File: src/rtl/forward_tracker_pkg.sv
// ----------------------------------------------------------------------------
// forward_tracker_pkg
// Purpose : shared widths, constants and the in-flight slot record used by the
//           forwarding tracker, its slot-match sub-module and its interface.
// Contents: DATA_W / RADDR_W   register data and register address widths
//           ZERO_REG           hard-wired zero register (never forwarded)
//           slot_t             {valid, wr, load, dest} record of one
//                              in-flight instruction
//           SLOT_EMPTY         bubble / reset value of a slot
// ----------------------------------------------------------------------------
package forward_tracker_pkg;

    localparam int DATA_W  = 16;
    localparam int RADDR_W = 3;

    localparam logic [RADDR_W-1:0] ZERO_REG = '0;

    typedef struct packed {
        logic               valid;
        logic               wr;
        logic               load;
        logic [RADDR_W-1:0] dest;
    } slot_t;

    localparam slot_t SLOT_EMPTY = '0;

endpackage

File: src/rtl/forward_tracker_if.sv
// ----------------------------------------------------------------------------
// forward_tracker_if
// Purpose : bundles every non-clock/reset signal of the forwarding tracker.
// Signals : hold                       pipeline freeze
//           ex_valid/ex_wr/ex_load/ex_dest  instruction entering slot One
//           one_result, load_data      data produced by the slot One instruction
//           src_a, src_b               decode-stage source registers
//           one_x_data, two_x_data     forwarding candidates (x = a, b)
//           one_x_sel, two_x_sel       mux select flags
//           stall                      load-use hazard
// Modports: master = pipeline side (drives inputs, consumes results)
//           slave  = forward_tracker
// ----------------------------------------------------------------------------
interface forward_tracker_if;
    import forward_tracker_pkg::*;

    logic               hold;
    logic               ex_valid;
    logic               ex_wr;
    logic               ex_load;
    logic [RADDR_W-1:0] ex_dest;
    logic [DATA_W-1:0]  one_result;
    logic [DATA_W-1:0]  load_data;
    logic [RADDR_W-1:0] src_a;
    logic [RADDR_W-1:0] src_b;
    logic [DATA_W-1:0]  one_a_data;
    logic [DATA_W-1:0]  one_b_data;
    logic [DATA_W-1:0]  two_a_data;
    logic [DATA_W-1:0]  two_b_data;
    logic               one_a_sel;
    logic               one_b_sel;
    logic               two_a_sel;
    logic               two_b_sel;
    logic               stall;

    modport master (
        output hold, ex_valid, ex_wr, ex_load, ex_dest,
               one_result, load_data, src_a, src_b,
        input  one_a_data, one_b_data, two_a_data, two_b_data,
               one_a_sel, one_b_sel, two_a_sel, two_b_sel, stall
    );

    modport slave (
        input  hold, ex_valid, ex_wr, ex_load, ex_dest,
               one_result, load_data, src_a, src_b,
        output one_a_data, one_b_data, two_a_data, two_b_data,
               one_a_sel, one_b_sel, two_a_sel, two_b_sel, stall
    );

endinterface

File: src/rtl/fwd_slot_match.sv
// ----------------------------------------------------------------------------
// fwd_slot_match
// Purpose : decides whether one in-flight slot produces the value a decode
//           source register wants.
// Ports   : slot_i  in  slot_t   in-flight instruction record
//           src_i   in  RADDR_W  decode source register
//           hit_o   out 1        slot is a real register write to src_i
// ----------------------------------------------------------------------------
module fwd_slot_match
    import forward_tracker_pkg::*;
(
    input  slot_t              slot_i,
    input  logic [RADDR_W-1:0] src_i,
    output logic               hit_o
);

    // The zero register reads as constant zero, so a write to it is never
    // something the consumer should pick up.
    assign hit_o = slot_i.valid & slot_i.wr
                 & (slot_i.dest == src_i)
                 & (src_i != ZERO_REG);

    // Whether the producer is a load is the caller's business (stall vs.
    // forward), so that field is deliberately not looked at here.
    logic unused_load;
    assign unused_load = slot_i.load;

endmodule

File: src/rtl/forward_tracker.sv
// ----------------------------------------------------------------------------
// forward_tracker
// Purpose : forwarding control stage in front of the forwarding data mux.
//           Tracks the two youngest in-flight register writes (slot One = one
//           stage ahead of the consumer, slot Two = two stages ahead), matches
//           them against the decode sources and raises a one-cycle load-use
//           stall when a load result is needed before memory returns it.
// Ports   : clk  in  rising-edge clock
//           rst  in  asynchronous, active-high reset
//           bus  forward_tracker_if.slave (see the interface for the signals)
// ----------------------------------------------------------------------------
module forward_tracker
    import forward_tracker_pkg::*;
(
    input  logic              clk,
    input  logic              rst,
    forward_tracker_if.slave  bus
);

    slot_t             one_q, one_d;
    slot_t             two_q, two_d;
    logic [DATA_W-1:0] data2_q, data2_d;

    logic hit1a, hit1b, hit2a, hit2b;
    logic stall;

    fwd_slot_match u_match_1a (.slot_i(one_q), .src_i(bus.src_a), .hit_o(hit1a));
    fwd_slot_match u_match_1b (.slot_i(one_q), .src_i(bus.src_b), .hit_o(hit1b));
    fwd_slot_match u_match_2a (.slot_i(two_q), .src_i(bus.src_a), .hit_o(hit2a));
    fwd_slot_match u_match_2b (.slot_i(two_q), .src_i(bus.src_b), .hit_o(hit2b));

    // A load in slot One has no data yet: stall instead of forwarding. Slot
    // Two always has its data, and the consumer resolves One-over-Two.
    assign stall         = (hit1a | hit1b) & one_q.load;
    assign bus.stall     = stall;
    assign bus.one_a_sel = hit1a & ~one_q.load;
    assign bus.one_b_sel = hit1b & ~one_q.load;
    assign bus.two_a_sel = hit2a;
    assign bus.two_b_sel = hit2b;

    assign bus.one_a_data = bus.one_result;
    assign bus.one_b_data = bus.one_result;
    assign bus.two_a_data = data2_q;
    assign bus.two_b_data = data2_q;

    always_comb begin
        // NOTE: every always_comb output gets a default first so that no path
        // leaves it unassigned, which would otherwise infer a latch.
        one_d   = one_q;
        two_d   = two_q;
        data2_d = data2_q;
        if (!bus.hold) begin
            // Slot Two only needs {valid, wr, dest}; its data is captured
            // here, so the load flag is dropped.
            two_d   = '{valid: one_q.valid, wr: one_q.wr, load: 1'b0, dest: one_q.dest};
            data2_d = one_q.load ? bus.load_data : bus.one_result;
            // On a stall decode re-presents the same instruction next cycle,
            // so whatever is on ex_* now is replaced by a bubble.
            one_d   = stall ? SLOT_EMPTY
                            : '{valid: bus.ex_valid, wr: bus.ex_wr,
                                load: bus.ex_load, dest: bus.ex_dest};
        end
    end

    // NOTE: sequential state uses non-blocking assignments so every register
    // samples the pre-edge values regardless of statement order.
    always_ff @(posedge clk or posedge rst) begin
        if (rst) begin
            one_q   <= SLOT_EMPTY;
            two_q   <= SLOT_EMPTY;
            data2_q <= '0;
        end else begin
            one_q   <= one_d;
            two_q   <= two_d;
            data2_q <= data2_d;
        end
    end

endmodule

File: src/flat_wrapper.sv
// flat-port wrapper written by rule: the top's interface ports become plain ports
module forward_tracker_flat import forward_tracker_pkg::*;
  (clk, rst, bus_hold, bus_ex_valid, bus_ex_wr, bus_ex_load, bus_ex_dest, bus_one_result, bus_load_data, bus_src_a, bus_src_b, bus_one_a_data, bus_one_b_data, bus_two_a_data, bus_two_b_data, bus_one_a_sel, bus_one_b_sel, bus_two_a_sel, bus_two_b_sel, bus_stall);
  forward_tracker_if bus_i ();
  input  logic clk;
  input  logic rst;
  input wire logic [$bits(bus_i.hold)-1:0] bus_hold;
  input wire logic [$bits(bus_i.ex_valid)-1:0] bus_ex_valid;
  input wire logic [$bits(bus_i.ex_wr)-1:0] bus_ex_wr;
  input wire logic [$bits(bus_i.ex_load)-1:0] bus_ex_load;
  input wire logic [$bits(bus_i.ex_dest)-1:0] bus_ex_dest;
  input wire logic [$bits(bus_i.one_result)-1:0] bus_one_result;
  input wire logic [$bits(bus_i.load_data)-1:0] bus_load_data;
  input wire logic [$bits(bus_i.src_a)-1:0] bus_src_a;
  input wire logic [$bits(bus_i.src_b)-1:0] bus_src_b;
  output wire logic [$bits(bus_i.one_a_data)-1:0] bus_one_a_data;
  output wire logic [$bits(bus_i.one_b_data)-1:0] bus_one_b_data;
  output wire logic [$bits(bus_i.two_a_data)-1:0] bus_two_a_data;
  output wire logic [$bits(bus_i.two_b_data)-1:0] bus_two_b_data;
  output wire logic [$bits(bus_i.one_a_sel)-1:0] bus_one_a_sel;
  output wire logic [$bits(bus_i.one_b_sel)-1:0] bus_one_b_sel;
  output wire logic [$bits(bus_i.two_a_sel)-1:0] bus_two_a_sel;
  output wire logic [$bits(bus_i.two_b_sel)-1:0] bus_two_b_sel;
  output wire logic [$bits(bus_i.stall)-1:0] bus_stall;
  assign bus_i.hold = bus_hold;
  assign bus_i.ex_valid = bus_ex_valid;
  assign bus_i.ex_wr = bus_ex_wr;
  assign bus_i.ex_load = bus_ex_load;
  assign bus_i.ex_dest = bus_ex_dest;
  assign bus_i.one_result = bus_one_result;
  assign bus_i.load_data = bus_load_data;
  assign bus_i.src_a = bus_src_a;
  assign bus_i.src_b = bus_src_b;
  assign bus_one_a_data = bus_i.one_a_data;
  assign bus_one_b_data = bus_i.one_b_data;
  assign bus_two_a_data = bus_i.two_a_data;
  assign bus_two_b_data = bus_i.two_b_data;
  assign bus_one_a_sel = bus_i.one_a_sel;
  assign bus_one_b_sel = bus_i.one_b_sel;
  assign bus_two_a_sel = bus_i.two_a_sel;
  assign bus_two_b_sel = bus_i.two_b_sel;
  assign bus_stall = bus_i.stall;
  forward_tracker u_core (.clk(clk), .rst(rst), .bus(bus_i));
endmodule
File: config.mk
export PLATFORM = sky130hd
export DESIGN_NAME = forward_tracker_flat
export DESIGN_NICKNAME = d
export VERILOG_FILES = /design/src/rtl/forward_tracker_pkg.sv /design/src/rtl/forward_tracker_if.sv /design/src/rtl/fwd_slot_match.sv /design/src/rtl/forward_tracker.sv /design/src/flat_wrapper.sv
export SDC_FILE = /design/constraint.sdc
export NUM_CORES = 1
export LEC_CHECK = 0
export CAP_MARGIN = 20
export CORE_AREA = 2 2 77 79
export DETAILED_ROUTE_END_ITERATION = 8
export DIE_AREA = 0 0 79 81
export PLACE_DENSITY_LB_ADDON = 0.1
export SYNTH_ARGS = -nofsm -noshare
export SYNTH_HDL_FRONTEND = slang
export SYNTH_SLANG_ARGS = --single-unit
File: constraint.sdc
create_clock -name clk -period 1.49 [get_ports clk]
set_input_delay 0.298 -clock clk [delete_from_list [all_inputs] [get_ports clk]]
set_output_delay 0.298 -clock clk [all_outputs]
set_load 0.1 [all_outputs]
==> flow_summary.toml <==
[logic_synthesis]
synth_ff_type = "dfrtp_1"
ys_async_sr_fraction_pct = 100
syn-cell-area_um2 = 1800
ys_warn_count = 0
ys_ff_latch = 27
avgSynthCellArea_um2 = 9.53
ys_types = 23
synth_edf_count = 0
syn_inst = 189
ys_seq_area_share_pct = 37.5
synthesis.nets = 236

[cts]
path_clk_slew_ns = 0.10
cts_inserted_buffers = 3
cts_tree = "yes"
cts_htree_levels = 1
cts.sinks = 27
clock_latency_ns = 0.27
cts_root_buf = "clkbuf_8"
clockBufferDepth = 2

[finish]
area_delta_synth_final_pct = 103
layout_commonest_cell = "buf_12"
nets = 319
antenna_cells = 0
fin_cells = 346
final_area_um2 = 3660
layout-drive-gt1-share_pct = 51.3
mostFrequentLayoutCells = "70 x buf_12, 39 x clkdlybuf4s50_1, 27 x nand2_1"

[sta]
whs_ns = 0.334
finalSetupViolations = 8
fmax_mhz = 521
rsz0062_at_grt = "yes"
hold_viol = 0
finalCritPeriodShare_pct = 129
worst_slew_pin_slew_ns = 0.446
drv_slew = 0
fin_crit_ns = 1.92
totalNegativeSetupSlack_ns = -1.72
fin_ws_ns = -0.431
fin_skew_ns = 0.00189
slew_headroom_pct = 70.3

[status]
violations = "negative setup slack"
status = "finished with violations"

[detailed_routing]
wl_per_cell_um = 14.0
dr.pass1.iters = 4
drtAntennaViolNets = 0
vias_per_cell = 4.47
via_count = 1545
remaining_drc_errors = 0
routed_wl_um = 4850
initialDrtViolationCount = 55

[pwr]
clkPwrFrac_pct = 11.5
combPwrFrac_pct = 62.0
p_leak_nw = 1.61
p_seq_share_pct = 26.4
ir_drop_mv = 0.581
switching_share_pct = 49.3
p_int_mw = 1.87
p_sw_mw = 1.81
p_per_area_nw_per_um2 = 1000

[floorplan]
start_util_pct = 31.7
design.core.area_um2 = 5680
ioPinCount = 116
dieHeight_um = 81
die_area_um2 = 6400
rows = 28
die_x_um = 79

[place]
placed_cells = 340
placed_cell_area_um2 = 3540
gp_congestion = 0.727
portBuffers = 115
dp_hpwl_um = 3920

[global_route]
grt-ovfl-total = 0
grt_usage_pct = 15.2
grt_pass1_wl_um = 7670
grt_pass1_vias = 1633
grt_max_degree = 24
antenna_found_initial = 0

[worst_setup_path]
crit_fanout = 5
worstPathArrival_ns = 1.62
end_kind = "output port"
worstSetupStartpointType = "register"
required_ns = 1.19
reg2reg_depth = 6
criticalPathCategory = "register to output port"

[job]
maxCapViolations = 0

[worst_hold_path]
hold_class = "input pin to async pin"
==> path summary, 6_finish.rpt <==
| kind | slack, ns | from | to |
|---|---|---|---|
| worst max-delay path | -0.43 | u_core.one_q[0] | bus_stall |
| worst min-delay path | 0.33 | rst | u_core.bus.two_a_data[8] |
| worst max register to register | -0.10 | u_core.one_q[0] | u_core.one_q[4] |
| worst min register to register | 0.58 | u_core.bus.two_a_data[5] | u_core.bus.two_a_data[5] |
| max in group asynchronous | 0.96 | rst | u_core.bus.two_a_data[7] |
| min in group clk | 0.48 | bus_hold | u_core.bus.two_a_data[15] |
==> critical path, stage by stage, from the launching register on <==
cell and delay [ns]:
dfrtp_2 0.47, xor2_1 0.17, nor3_2 0.20, and3_4 0.21, or2_4 0.13, buf_12 0.16
==> final cells by class <==
type                    instances  area, um2
clock buffers                   3       41.3
clock inverters                 1       5.00
fillers                       457       2010
inverters                       9       33.8
multi-input cells              96        787
flip-flops and latches         27        699
well taps                      75       93.8
repair buffers                135       2000
==> cells in the mapped netlist, drive strengths merged, types with 3 or more instances <==
master,instances,area (um2)
o41ai,6,97.6
mux2,5,56.3
o21ai,18,90.1
mux2i,16,160
nand2,27,101
dfrtp,27,676
inv,9,33.8
nor2,3,11.3
buf,53,394
xor2,6,52.6
o21bai,3,22.5
clkbuf,4,15.0
==> stage by stage <==
step | utilization [%] | setup slack [ns] | power, mW
floorplan | - | -0.343 | 2.42
global placement | 62.3 | -0.524 | 3.24
detailed placement | 62.3 | -0.543 | 3.25
CTS | 63.5 | -0.433 | 3.70
global route | 64.6 | -0.499 | 3.82
finish | 64.6 | -0.431 | 3.68
==> power by group through the flow <==
stage          combinational (mW)  sequential, mW  clock (mW)
6_report                     2.28           0.973       0.424
3_3_place_gp                 2.26           0.975           0
3_5_place_dp                 2.27           0.980           0
4_1_cts                      2.28           0.969       0.445
2_1_floorplan                1.13            1.29           0
5_1_grt                      2.35           0.989       0.473
==> what timing repair did <==
action / 4_1_cts / 5_1_grt
setup buffers: 2 / 1
gates resized for setup: 10 / 11
cloned: 0 / 0
hold buffers: 0 / 0
setup endpoints to repair: 11 / 10
pin swaps: 12 / 14
==> routing by layer <==
metal / vias to the layer above / track usage [%] / share of wire (%)
li1: 745 / - / -
met2: 52 / 28.5 / 55
met5: - / 0 / 0
met1: 746 / 16.6 / 36
met3: 2 / 6.11 / 8.4
met4: 0 / 2.07 / 0.43
==> state kept, by name, summed over array words and instances (netlist names) <==
| signal | flops |
|---|---|
| u_core.bus.two_a_data | 16 |
| u_core.two_q | 5 |
| u_core.one_q | 6 |
==> cells by family after synthesis <==
kind of cell / Yosys count / share of synthesized area [%]
buffers and inverters: 66 / 24.6
and+or+nand+nor: 36 / 8.48
AOI/OAI and AO/OA: 31 / 13.5
DFF: 27 / 37.5
muxes: 21 / 12.0
xor gates and xnor gates: 8 / 3.89
(Power assumes the default switching activity.)
